`src/rtl/dispensador_billetes_if.sv`:
```
// -----------------------------------------------------------------------------
// dispensador_billetes_if
//   Bill-mechanism handshake between the dispenser controller and the
//   mechanism that physically delivers one bill at a time.
//
//   Signals:
//     bill_req   - controller requests the current bill (held until accepted)
//     bill_denom - denomination code of the current bill (0=largest .. 3=smallest),
//                  stable for as long as bill_req is high
//     bill_ack   - mechanism accepted the current bill; a transfer is any cycle
//                  with bill_req and bill_ack both high
//
//   Modports:
//     master - the controller (drives req/denom, receives ack)
//     slave  - the mechanism (receives req/denom, drives ack)
// -----------------------------------------------------------------------------
interface dispensador_billetes_if;
  logic       bill_req;
  logic [1:0] bill_denom;
  logic       bill_ack;

  modport master (
    output bill_req,
    output bill_denom,
    input  bill_ack
  );

  modport slave (
    input  bill_req,
    input  bill_denom,
    output bill_ack
  );
endinterface

```
`src/rtl/dispensador_billetes.sv`:
```
// -----------------------------------------------------------------------------
// dispensador_billetes
//   Cash-dispenser controller. A withdrawal request (one-cycle strobe plus
//   amount) is first planned greedily as DENOM_0/1/2/3 bills; amounts that are
//   not a multiple of the smallest bill, or that need more than MAX_BILLS
//   bills, are rejected before any bill is requested. Accepted requests are
//   paid out one bill at a time over the req/ack handshake of the bill
//   interface, and completion / error / bill count are reported.
//
//   Optional feature (compile-time macro DISPENSER_TIMEOUT_EN):
//     defined   - each bill must be acknowledged within ACK_TIMEOUT cycles of
//                 REQ, otherwise the request ends with error code 11.
//     undefined - REQ waits for the acknowledge indefinitely.
//
//   Ports:
//     clk               in   clock
//     reset             in   synchronous, active-low reset
//     entregar_dinero_i in   one-cycle dispense request strobe
//     monto_i           in   amount, sampled with the strobe
//     bill_if           master side of the bill handshake (req/denom/ack)
//     busy_o            out  high whenever the controller is not IDLE
//     dispense_done_o   out  one-cycle success pulse
//     dispense_error_o  out  one-cycle failure pulse
//     error_code_o      out  00 none, 01 not a multiple, 10 too many bills,
//                            11 mechanism timeout; held until next request
//     bills_dispensed_o out  bills acknowledged in the current/last request
// -----------------------------------------------------------------------------
module dispensador_billetes #(
  parameter int unsigned DATA_W      = 32,
  parameter int unsigned DENOM_0     = 100,
  parameter int unsigned DENOM_1     = 50,
  parameter int unsigned DENOM_2     = 20,
  parameter int unsigned DENOM_3     = 10,
  parameter int unsigned MAX_BILLS   = 40,
  parameter int unsigned ACK_TIMEOUT = 255
) (
  input  logic                  clk,
  input  logic                  reset,
  input  logic                  entregar_dinero_i,
  input  logic [DATA_W-1:0]     monto_i,
  dispensador_billetes_if.master bill_if,
  output logic                  busy_o,
  output logic                  dispense_done_o,
  output logic                  dispense_error_o,
  output logic [1:0]            error_code_o,
  output logic [7:0]            bills_dispensed_o
);

  // ---------------------------------------------------------------------------
  // Constants
  // ---------------------------------------------------------------------------
  localparam logic [2:0] S_IDLE   = 3'd0;
  localparam logic [2:0] S_PLAN   = 3'd1;
  localparam logic [2:0] S_SELECT = 3'd2;
  localparam logic [2:0] S_REQ    = 3'd3;
  localparam logic [2:0] S_DONE   = 3'd4;
  localparam logic [2:0] S_ERR    = 3'd5;

  localparam logic [1:0] ERR_NONE    = 2'b00;
  localparam logic [1:0] ERR_NOTMULT = 2'b01;
  localparam logic [1:0] ERR_TOOMANY = 2'b10;
  localparam logic [1:0] ERR_TIMEOUT = 2'b11;

  localparam logic [DATA_W-1:0] D0 = DATA_W'(DENOM_0);
  localparam logic [DATA_W-1:0] D1 = DATA_W'(DENOM_1);
  localparam logic [DATA_W-1:0] D2 = DATA_W'(DENOM_2);
  localparam logic [DATA_W-1:0] D3 = DATA_W'(DENOM_3);

  localparam logic [7:0] MAX_BILLS_C = 8'(MAX_BILLS);

  // ---------------------------------------------------------------------------
  // Greedy helpers
  // ---------------------------------------------------------------------------
  // Code of the largest denomination not exceeding r. Callers only use it
  // when r >= D3, so the fall-through to code 3 is always a valid choice.
  function automatic logic [1:0] pick_code(input logic [DATA_W-1:0] r);
    if (r >= D0)      return 2'd0;
    else if (r >= D1) return 2'd1;
    else if (r >= D2) return 2'd2;
    else              return 2'd3;
  endfunction

  function automatic logic [DATA_W-1:0] denom_val(input logic [1:0] code);
    case (code)
      2'd0:    return D0;
      2'd1:    return D1;
      2'd2:    return D2;
      default: return D3;
    endcase
  endfunction

  // ---------------------------------------------------------------------------
  // State
  // ---------------------------------------------------------------------------
  logic [2:0]        state_q,    state_d;
  logic [DATA_W-1:0] amt_q,      amt_d;
  logic [DATA_W-1:0] rest_q,     rest_d;
  logic [7:0]        plan_cnt_q, plan_cnt_d;
  logic [7:0]        bills_q,    bills_d;
  logic [1:0]        err_code_q, err_code_d;
  logic [1:0]        denom_q,    denom_d;
  logic              req_q,      req_d;
  logic              busy_q,     busy_d;
  logic              done_q,     done_d;
  logic              error_q,    error_d;
`ifdef DISPENSER_TIMEOUT_EN
  logic [7:0]        tmo_q,      tmo_d;
  localparam logic [7:0] TMO_LAST = 8'(ACK_TIMEOUT - 1);
`endif

  // ---------------------------------------------------------------------------
  // Next-state logic
  // ---------------------------------------------------------------------------
  always_comb begin
    state_d    = state_q;
    amt_d      = amt_q;
    rest_d     = rest_q;
    plan_cnt_d = plan_cnt_q;
    bills_d    = bills_q;
    err_code_d = err_code_q;
    denom_d    = denom_q;
`ifdef DISPENSER_TIMEOUT_EN
    tmo_d      = tmo_q;
`endif

    case (state_q)
      S_IDLE: begin
        if (entregar_dinero_i) begin
          amt_d      = monto_i;
          rest_d     = monto_i;
          plan_cnt_d = 8'd0;
          bills_d    = 8'd0;
          err_code_d = ERR_NONE;
          state_d    = S_PLAN;
        end
      end

      // Dry run of the payout: nothing reaches the mechanism until the whole
      // amount is known to be payable, so a rejected request never leaves a
      // partial payout behind.
      S_PLAN: begin
        if (rest_q == '0) begin
          rest_d  = amt_q;
          state_d = S_SELECT;
        end else if (rest_q < D3) begin
          err_code_d = ERR_NOTMULT;
          state_d    = S_ERR;
        end else if (plan_cnt_q == MAX_BILLS_C) begin
          err_code_d = ERR_TOOMANY;
          state_d    = S_ERR;
        end else begin
          rest_d     = rest_q - denom_val(pick_code(rest_q));
          plan_cnt_d = plan_cnt_q + 8'd1;
        end
      end

      S_SELECT: begin
        if (rest_q == '0) begin
          state_d = S_DONE;
        end else begin
          denom_d = pick_code(rest_q);
`ifdef DISPENSER_TIMEOUT_EN
          tmo_d   = 8'd0;
`endif
          state_d = S_REQ;
        end
      end

      S_REQ: begin
        if (bill_if.bill_ack) begin
          // denom_q was picked from rest_q, so this cannot underflow.
          rest_d  = rest_q - denom_val(denom_q);
          bills_d = bills_q + 8'd1;
          state_d = S_SELECT;
        end
`ifdef DISPENSER_TIMEOUT_EN
        // tmo_q counts completed REQ cycles; an ack in the last allowed
        // cycle still wins over the timeout.
        else if (tmo_q == TMO_LAST) begin
          err_code_d = ERR_TIMEOUT;
          state_d    = S_ERR;
        end else begin
          tmo_d = tmo_q + 8'd1;
        end
`endif
      end

      S_DONE:  state_d = S_IDLE;
      S_ERR:   state_d = S_IDLE;
      default: state_d = S_IDLE;
    endcase

    // Outputs are decoded from the next state so they are registered and
    // line up exactly with the state they describe.
    busy_d  = (state_d != S_IDLE);
    req_d   = (state_d == S_REQ);
    done_d  = (state_d == S_DONE);
    error_d = (state_d == S_ERR);
  end

  // ---------------------------------------------------------------------------
  // Registers
  // ---------------------------------------------------------------------------
  always_ff @(posedge clk) begin
    if (!reset) begin
      state_q    <= S_IDLE;
      amt_q      <= '0;
      rest_q     <= '0;
      plan_cnt_q <= 8'd0;
      bills_q    <= 8'd0;
      err_code_q <= ERR_NONE;
      denom_q    <= 2'd0;
      req_q      <= 1'b0;
      busy_q     <= 1'b0;
      done_q     <= 1'b0;
      error_q    <= 1'b0;
`ifdef DISPENSER_TIMEOUT_EN
      tmo_q      <= 8'd0;
`endif
    end else begin
      state_q    <= state_d;
      amt_q      <= amt_d;
      rest_q     <= rest_d;
      plan_cnt_q <= plan_cnt_d;
      bills_q    <= bills_d;
      err_code_q <= err_code_d;
      denom_q    <= denom_d;
      req_q      <= req_d;
      busy_q     <= busy_d;
      done_q     <= done_d;
      error_q    <= error_d;
`ifdef DISPENSER_TIMEOUT_EN
      tmo_q      <= tmo_d;
`endif
    end
  end

  // ---------------------------------------------------------------------------
  // Outputs
  // ---------------------------------------------------------------------------
  assign bill_if.bill_req   = req_q;
  assign bill_if.bill_denom = denom_q;
  assign busy_o             = busy_q;
  assign dispense_done_o    = done_q;
  assign dispense_error_o   = error_q;
  assign error_code_o       = err_code_q;
  assign bills_dispensed_o  = bills_q;

endmodule

```
`src/flat_wrapper.sv`:
```
// flat-port wrapper written by rule: the top's interface ports become plain ports
module dispensador_billetes_flat 
#(
  parameter int unsigned DATA_W      = 32,
  parameter int unsigned DENOM_0     = 100,
  parameter int unsigned DENOM_1     = 50,
  parameter int unsigned DENOM_2     = 20,
  parameter int unsigned DENOM_3     = 10,
  parameter int unsigned MAX_BILLS   = 40,
  parameter int unsigned ACK_TIMEOUT = 255
)
  (clk, reset, entregar_dinero_i, monto_i, busy_o, dispense_done_o, dispense_error_o, error_code_o, bills_dispensed_o, bill_if_bill_req, bill_if_bill_denom, bill_if_bill_ack);
  dispensador_billetes_if bill_if_i ();
  input  logic clk;
  input  logic reset;
  input  logic entregar_dinero_i;
  input  logic [DATA_W-1:0] monto_i;
  output logic busy_o;
  output logic dispense_done_o;
  output logic dispense_error_o;
  output logic [1:0] error_code_o;
  output logic [7:0] bills_dispensed_o;
  output wire logic [$bits(bill_if_i.bill_req)-1:0] bill_if_bill_req;
  output wire logic [$bits(bill_if_i.bill_denom)-1:0] bill_if_bill_denom;
  input wire logic [$bits(bill_if_i.bill_ack)-1:0] bill_if_bill_ack;
  assign bill_if_bill_req = bill_if_i.bill_req;
  assign bill_if_bill_denom = bill_if_i.bill_denom;
  assign bill_if_i.bill_ack = bill_if_bill_ack;
  dispensador_billetes #(.DATA_W(DATA_W), .DENOM_0(DENOM_0), .DENOM_1(DENOM_1), .DENOM_2(DENOM_2), .DENOM_3(DENOM_3), .MAX_BILLS(MAX_BILLS), .ACK_TIMEOUT(ACK_TIMEOUT)) u_core (.clk(clk), .reset(reset), .entregar_dinero_i(entregar_dinero_i), .monto_i(monto_i), .bill_if(bill_if_i), .busy_o(busy_o), .dispense_done_o(dispense_done_o), .dispense_error_o(dispense_error_o), .error_code_o(error_code_o), .bills_dispensed_o(bills_dispensed_o));
endmodule
```
`config.mk`:
```
export PLATFORM = sky130hd
export DESIGN_NAME = dispensador_billetes_flat
export DESIGN_NICKNAME = d
export VERILOG_FILES = /design/src/rtl/dispensador_billetes_if.sv /design/src/rtl/dispensador_billetes.sv /design/src/flat_wrapper.sv
export SDC_FILE = /design/constraint.sdc
export NUM_CORES = 1
export LEC_CHECK = 0
export ABC_AREA = 1
export CORE_MARGIN = 5
export CORE_UTILIZATION = 60
export DETAILED_ROUTE_END_ITERATION = 7
export PLACE_DENSITY_LB_ADDON = 0.3
export SYNTH_ARGS = -nofsm -noshare
export SYNTH_HDL_FRONTEND = slang
export SYNTH_SLANG_ARGS = --single-unit
```
`constraint.sdc`:
```
create_clock -name clk -period 4.95 [get_ports clk]
set_input_delay 0.7425 -clock clk [delete_from_list [all_inputs] [get_ports clk]]
set_output_delay 0.7425 -clock clk [all_outputs]
set_load 0.01 [all_outputs]
```
Yosys cells after proc, flatten, opt, wreduce, memory -nomap -nowiden
Index checks and enable logic that the tools add are counted.
Storage, ports and cells
  register bits after elaboration: 91
  output and inout port bits: 16
  word-level logic and storage cells: 93
  bits of input ports: 36
Operators by class
  order comparisons: 4
  bitwise logic cells: 1
  multiplexer cells: 40
  reductions and logical operators: 14
  $add $sub $neg: 4
  equality and inequality tests: 19
Operators with widths (number)
  two-way mux 32 bit: 11
  one-hot mux 32 bit (3 select lines): 1
  subtractor 32 bit: 2
  one-hot mux 7 bit (3 select lines): 2
  two-way mux 8 bit: 5
  greater-or-equal comparator 32 x 5 -> 1 bit (second input constant): 1
  greater-or-equal comparator 32 x 6 -> 1 bit (second input constant): 1
  greater-or-equal comparator 32 x 7 -> 1 bit (second input constant): 1
  logical NOT 32 bit: 1
  less-than comparator 32 x 4 -> 1 bit (second input constant): 1
  one-hot mux 8 bit (2 select lines): 2
  two-way mux 2 bit: 10
  two-way mux 3 bit: 6
  adder 8 x 1 -> 8 bit (second input constant): 2
  one-hot mux 3 bit (4 select lines): 1
  != test 2 bit (second input constant): 5
  AND reduction 5 bit: 2
  == test 3 x 2 -> 1 bit (second input constant): 3
  == test 8 x 6 -> 1 bit (second input constant): 1
  == test 3 bit (second input constant): 2
  != test 3 bit (second input constant): 2
  nonzero test 3 bit: 2
  == test 2 x 1 -> 1 bit (second input constant): 2
  == test 2 bit (second input constant): 2
  other kinds (11): 14

Longest topological paths before layout
  word-level depth: 19
  depth in mapped cells: 24
  depth with buffers taken out: 24

Worst setup path before layout
Ideal clock, no wire load.
  kind: register to register
  start: register u_core.rest_q[10]
  end: register u_core.rest_q[19]
  path buffers: 0
  period minus slack after synthesis: 2.954 ns
  data arrival time: 2.821 ns
  required time: 4.818 ns
  setup time: 0.132 ns
  path slack: 1.996 ns
  cell stages (with the launch flop): 21
  path through: dfxtp_1 -> nor2_1 -> nand2_4 -> nor2_8 -> nand4_1 -> a31oi_1 -> nand2_1 -> nand2_1 -> ha_1 -> inv_1 -> ha_1 -> nand2_1 -> nand2_1 -> nand2_1 -> nand2_1 -> nor2_1 -> nand4_1 -> nand3_1 -> nand2_1 -> o21ai_0 -> a21oi_1
Between the ends
  longest elaborated chain between the ends: 19
  elaborated cells between the ends (all ways): 30
  those cells by class: 2 x add/sub; 4 x order compare; 4 x eq/ne; 17 x mux; 3 x reduce/logical
RTL lines
  start, declared: RTL line dispensador_billetes.sv:97  | logic [DATA_W-1:0] rest_q, rest_d;
  start signal, assigned: RTL line dispensador_billetes.sv:223  | rest_q <= rest_d;
  greater-or-equal comparator 32 x 5 -> 1 bit: RTL line dispensador_billetes.sv:79  | else if (r >= D2) return 2'd2;
  two-way mux 1 bit: RTL line dispensador_billetes.sv:79
  two-way mux 2 bit (2 in a row)
  two-way mux 2 bit: RTL line dispensador_billetes.sv:148  | end else if (plan_cnt_q == MAX_BILLS_C) begin
  two-way mux 2 bit: RTL line dispensador_billetes.sv:145  | end else if (rest_q < D3) begin
  two-way mux 2 bit: RTL line dispensador_billetes.sv:142  | if (rest_q == '0) begin
  two-way mux 2 bit: RTL line dispensador_billetes.sv:126  | case (state_q)
  == test 2 bit (tied with other cells): RTL line dispensador_billetes.sv:84  | case (code)
  [2 not listed]
  two-way mux 32 bit: RTL line dispensador_billetes.sv:145
  two-way mux 32 bit: RTL line dispensador_billetes.sv:142
  two-way mux 32 bit: RTL line dispensador_billetes.sv:126
  subtractor 32 bit: RTL line dispensador_billetes.sv:152  | rest_d = rest_q - denom_val(pick_code(rest_q));
  two-way mux 32 bit: RTL line dispensador_billetes.sv:148
  two-way mux 32 bit: RTL line dispensador_billetes.sv:145
  two-way mux 32 bit: RTL line dispensador_billetes.sv:142
  one-hot mux 32 bit (3 select lines): RTL line dispensador_billetes.sv:126
Several ways; a longest one is shown, not always the timed one. The select of a mux whose other input is x is not followed.
A chain may end at the register's enable or synchronous reset.

Worst setup path after layout
  start: register u_core.rest_q[10]
  end: register u_core.rest_q[27]
The elaborated chain is that of the path after synthesis.

==> flow_summary.toml <==
[yosys]
synth_xor_area_share_pct = 1.18
synth_flop_cell = "dfxtp_1"
synth_seq_area_share_pct = 27.2
synth_top_family_by_area = "simple AND/OR/NAND/NOR gates"
syn-num-nets = 1199
synth_compound_area_share_pct = 12.8
ys_ff_latch = 91
yosys.area_share.simple_pct = 42.8
synthMuxAreaShare_pct = 0
synthAdderAreaFrac_pct = 4.71
syn_area_mm2 = 0.00670
synthArstFlopShare_pct = 0
yosys_warnings = 0
synth_cells = 1139
avgSynthCellArea_um2 = 5.88
synth_cell_types = 37
synth_edf_count = 0

[power_and_ir_drop]
power_frac_comb_pct = 32.9
clock_power_share_pct = 26.2
p_seq_share_pct = 41.0
p_int_mw = 1.25
peakVddDrop_v = 0.000233
leakagePower_nw = 3.44
power_switching_uw = 817
powerDensity_mw_per_mm2 = 276
switching_share_pct = 39.6

[die]
die_h_um = 116
rows = 38
coreArea_mm2 = 0.0109
ios = 52
dieWidth_um = 116
dieArea_mm2 = 0.0134
start_util_pct = 61.5

[grt]
overflow = 0
grt_max_degree = 56
grtUsageMet1_pct = 45.7
grt_most_used_layer = "met2"
grtUsageMet3_pct = 3.45
grt_pass1_vias = 6828
grt_pass1_wl_um = 34700
grt_use_total_pct = 32.8
antenna_found_initial = 0
grt_use_met2_pct = 53.2

[drt]
drt_iter0_markers = 769
wl_um = 21600
final_antenna_net_count = 0
wl_per_cell_um = 16.4
drc_errors = 0
num_vias = 7520
via_per_inst = 5.71
firstDrtPassIters = 6

[clock_network]
cts.hold.buffers_added = 0
tritoncts = "done"
clk_pin_slew_ns = 0.10
numCtsBuffers = 9
clkLatencyLatePin_ns = 0.39
clock_path_buffers = 2
post_cts_resized = 0
htreeDepth = 3
cts.sink_count = 91
cts_setup_buffers = 0
root_buffer = "clkbuf_8"

[cells_and_area]
area_growth_pct = 11.6
drive_gt1_share_pct = 4.50
diodes = 0
layout_common_cells = "nand2_1 (266), nor2_1 (179), inv_1 (150), nand3_1 (144), dfxtp_1 (91)"
mostFrequentLayoutCell = "nand2_1"
nets = 1233
regArea_mm2 = 0.00182
fillers = 1060
postLayoutCoreUtil_pct = 68.7
design_area_mm2 = 0.00748
multi_input_area_mm2 = 0.00412

[timing]
max_freq_mhz = 273
tightest_slew_ns = 0.844
report.final.slew_viol_count = 0
relSlewSlack_pct = 43.7
hold_violations = 0
rsz0062_at_grt = "no"
hold_slack_ns = 0.452
post-route-period-util_pct = 73.9
finalSetupViolCount = 0
clock_skew_ns = 0.0161
tns_ns = 0
min_period_ns = 3.66

[critical_path]
cp-end-kind = "register"
cp_max_fo = 8
cp.arrival_ns = 3.97
cp_data_required_time_ns = 5.26
path_class = "register to register"
crit_path_start_kind = "register"

[placed_design]
place_congestion = 1.02
dpl.hpwl_um = 16000
place_area_mm2 = 0.00727
io_buffers = 51

[worst_hold_path]
hold_path.class = "register to register"

[status]
status = "finished, final reports clean"

[run]
drv_cap = 0
==> worst max-delay path, cell delays in order (launching register included) <==
cell	delay (ns)
dfxtp_1	0.39
nor2_1	0.26
nand2_4	0.13
nor2_8	0.16
nand2_1	0.14
nor4_1	0.28
nand2_1	0.21
ha_1	0.34
inv_1	0.04
ha_1	0.36
nand2_1	0.12
nand2_1	0.08
nand2_1	0.09
nand2_1	0.07
nor2_1	0.30
nand3_1	0.13
nand2_1	0.07
nand3_1	0.12
nand3b_1	0.13
nand2_1	0.06
a21oi_1	0.11
==> Yosys cell counts, types with 3 or more instances <==
cell type | count | share of area, %
o21ai_0 | 75 | 5.6
buf_2 | 7 | 0.52
o2111ai_1 | 4 | 0.52
dfxtp_1 | 91 | 27
inv_1 | 150 | 8.4
a31oi_1 | 3 | 0.28
nor2_2 | 4 | 0.37
nand2_1 | 266 | 15
nand3_1 | 144 | 11
o21ai_1 | 7 | 0.52
nor3_1 | 11 | 0.82
inv_2 | 7 | 0.39
ha_1 | 22 | 4.1
nor2_1 | 179 | 10
xor2_1 | 7 | 0.91
nand3b_1 | 3 | 0.34
buf_4 | 3 | 0.34
or2_2 | 3 | 0.28
nand2_2 | 8 | 0.75
nor2_4 | 3 | 0.50
clkbuf_1 | 21 | 1.2
a21oi_1 | 71 | 5.3
nand4_1 | 30 | 2.8
==> through the flow <==
step	total power, mW	setup WS (ns)	cells
finish	2.06	1.29	1318
global route	2.18	0.996	1318
CTS	2.05	1.37	1318
detailed placement	1.52	1.40	1302
global placement	1.51	1.39	1302
floorplan	1.32	2.00	1139
==> cell type report <==
class | instances | share of cell area [%]
clock inverters | 5 | 0.820
repair buffers | 58 | 7.53
clock buffers | 11 | 1.89
flip-flops and latches | 91 | 24.4
well taps | 140 | 2.34
inverters | 157 | 7.88
multi-input cells | 856 | 55.2
==> cells by family (layout without fill, tap and decap cells) <==
| logic type | Yosys count | after routing |
|---|---|---|
| flops | 91 | 91 |
| simple gates | 658 | 658 |
| compound gates | 165 | 165 |
| buf+inv | 192 | 231 |
| xor+xnor | 9 | 9 |
| fa+ha+maj | 24 | 24 |
==> flip-flops by register name, summed over array words and instances (netlist names) <==
signal and flops:
u_core.dispense_done_o 1, u_core.bill_if.bill_denom 2, u_core.plan_cnt_q 8, u_core.dispense_error_o 1, u_core.amt_q 32, u_core.rest_q 32, u_core.state_q 3, u_core.busy_o 1
u_core.bills_dispensed_o 8, u_core.error_code_o 2, u_core.bill_if.bill_req 1
==> power by group through the flow <==
stage / Combinational, mW / Sequential [mW] / Clock [mW]
after floorplan: 0.481 / 0.840 / 0
after global placement: 0.656 / 0.859 / 0
after detailed placement: 0.658 / 0.860 / 0
after CTS: 0.662 / 0.844 / 0.542
after global routing: 0.758 / 0.852 / 0.574
final: 0.678 / 0.846 / 0.540
==> routing by layer <==
layer,up-vias,part of all wire (%)
met5,-,0
met4,0,2.6
li1,3744,-
met2,315,46
met1,3422,44
met3,39,8.1
==> path summary, 6_finish.rpt <==
check                                       start           endpoint  slack [ns]  cells after the start
worst max-delay path            u_core.rest_q[10]  u_core.rest_q[27]        1.29                     20
worst min register to register   u_core.amt_q[11]   u_core.amt_q[11]        0.45                      2
worst max register to register  u_core.rest_q[10]  u_core.rest_q[27]        1.29                     20
worst min-delay path             u_core.amt_q[11]   u_core.amt_q[11]        0.45                      2
Power figures use the tool's default switching activity.
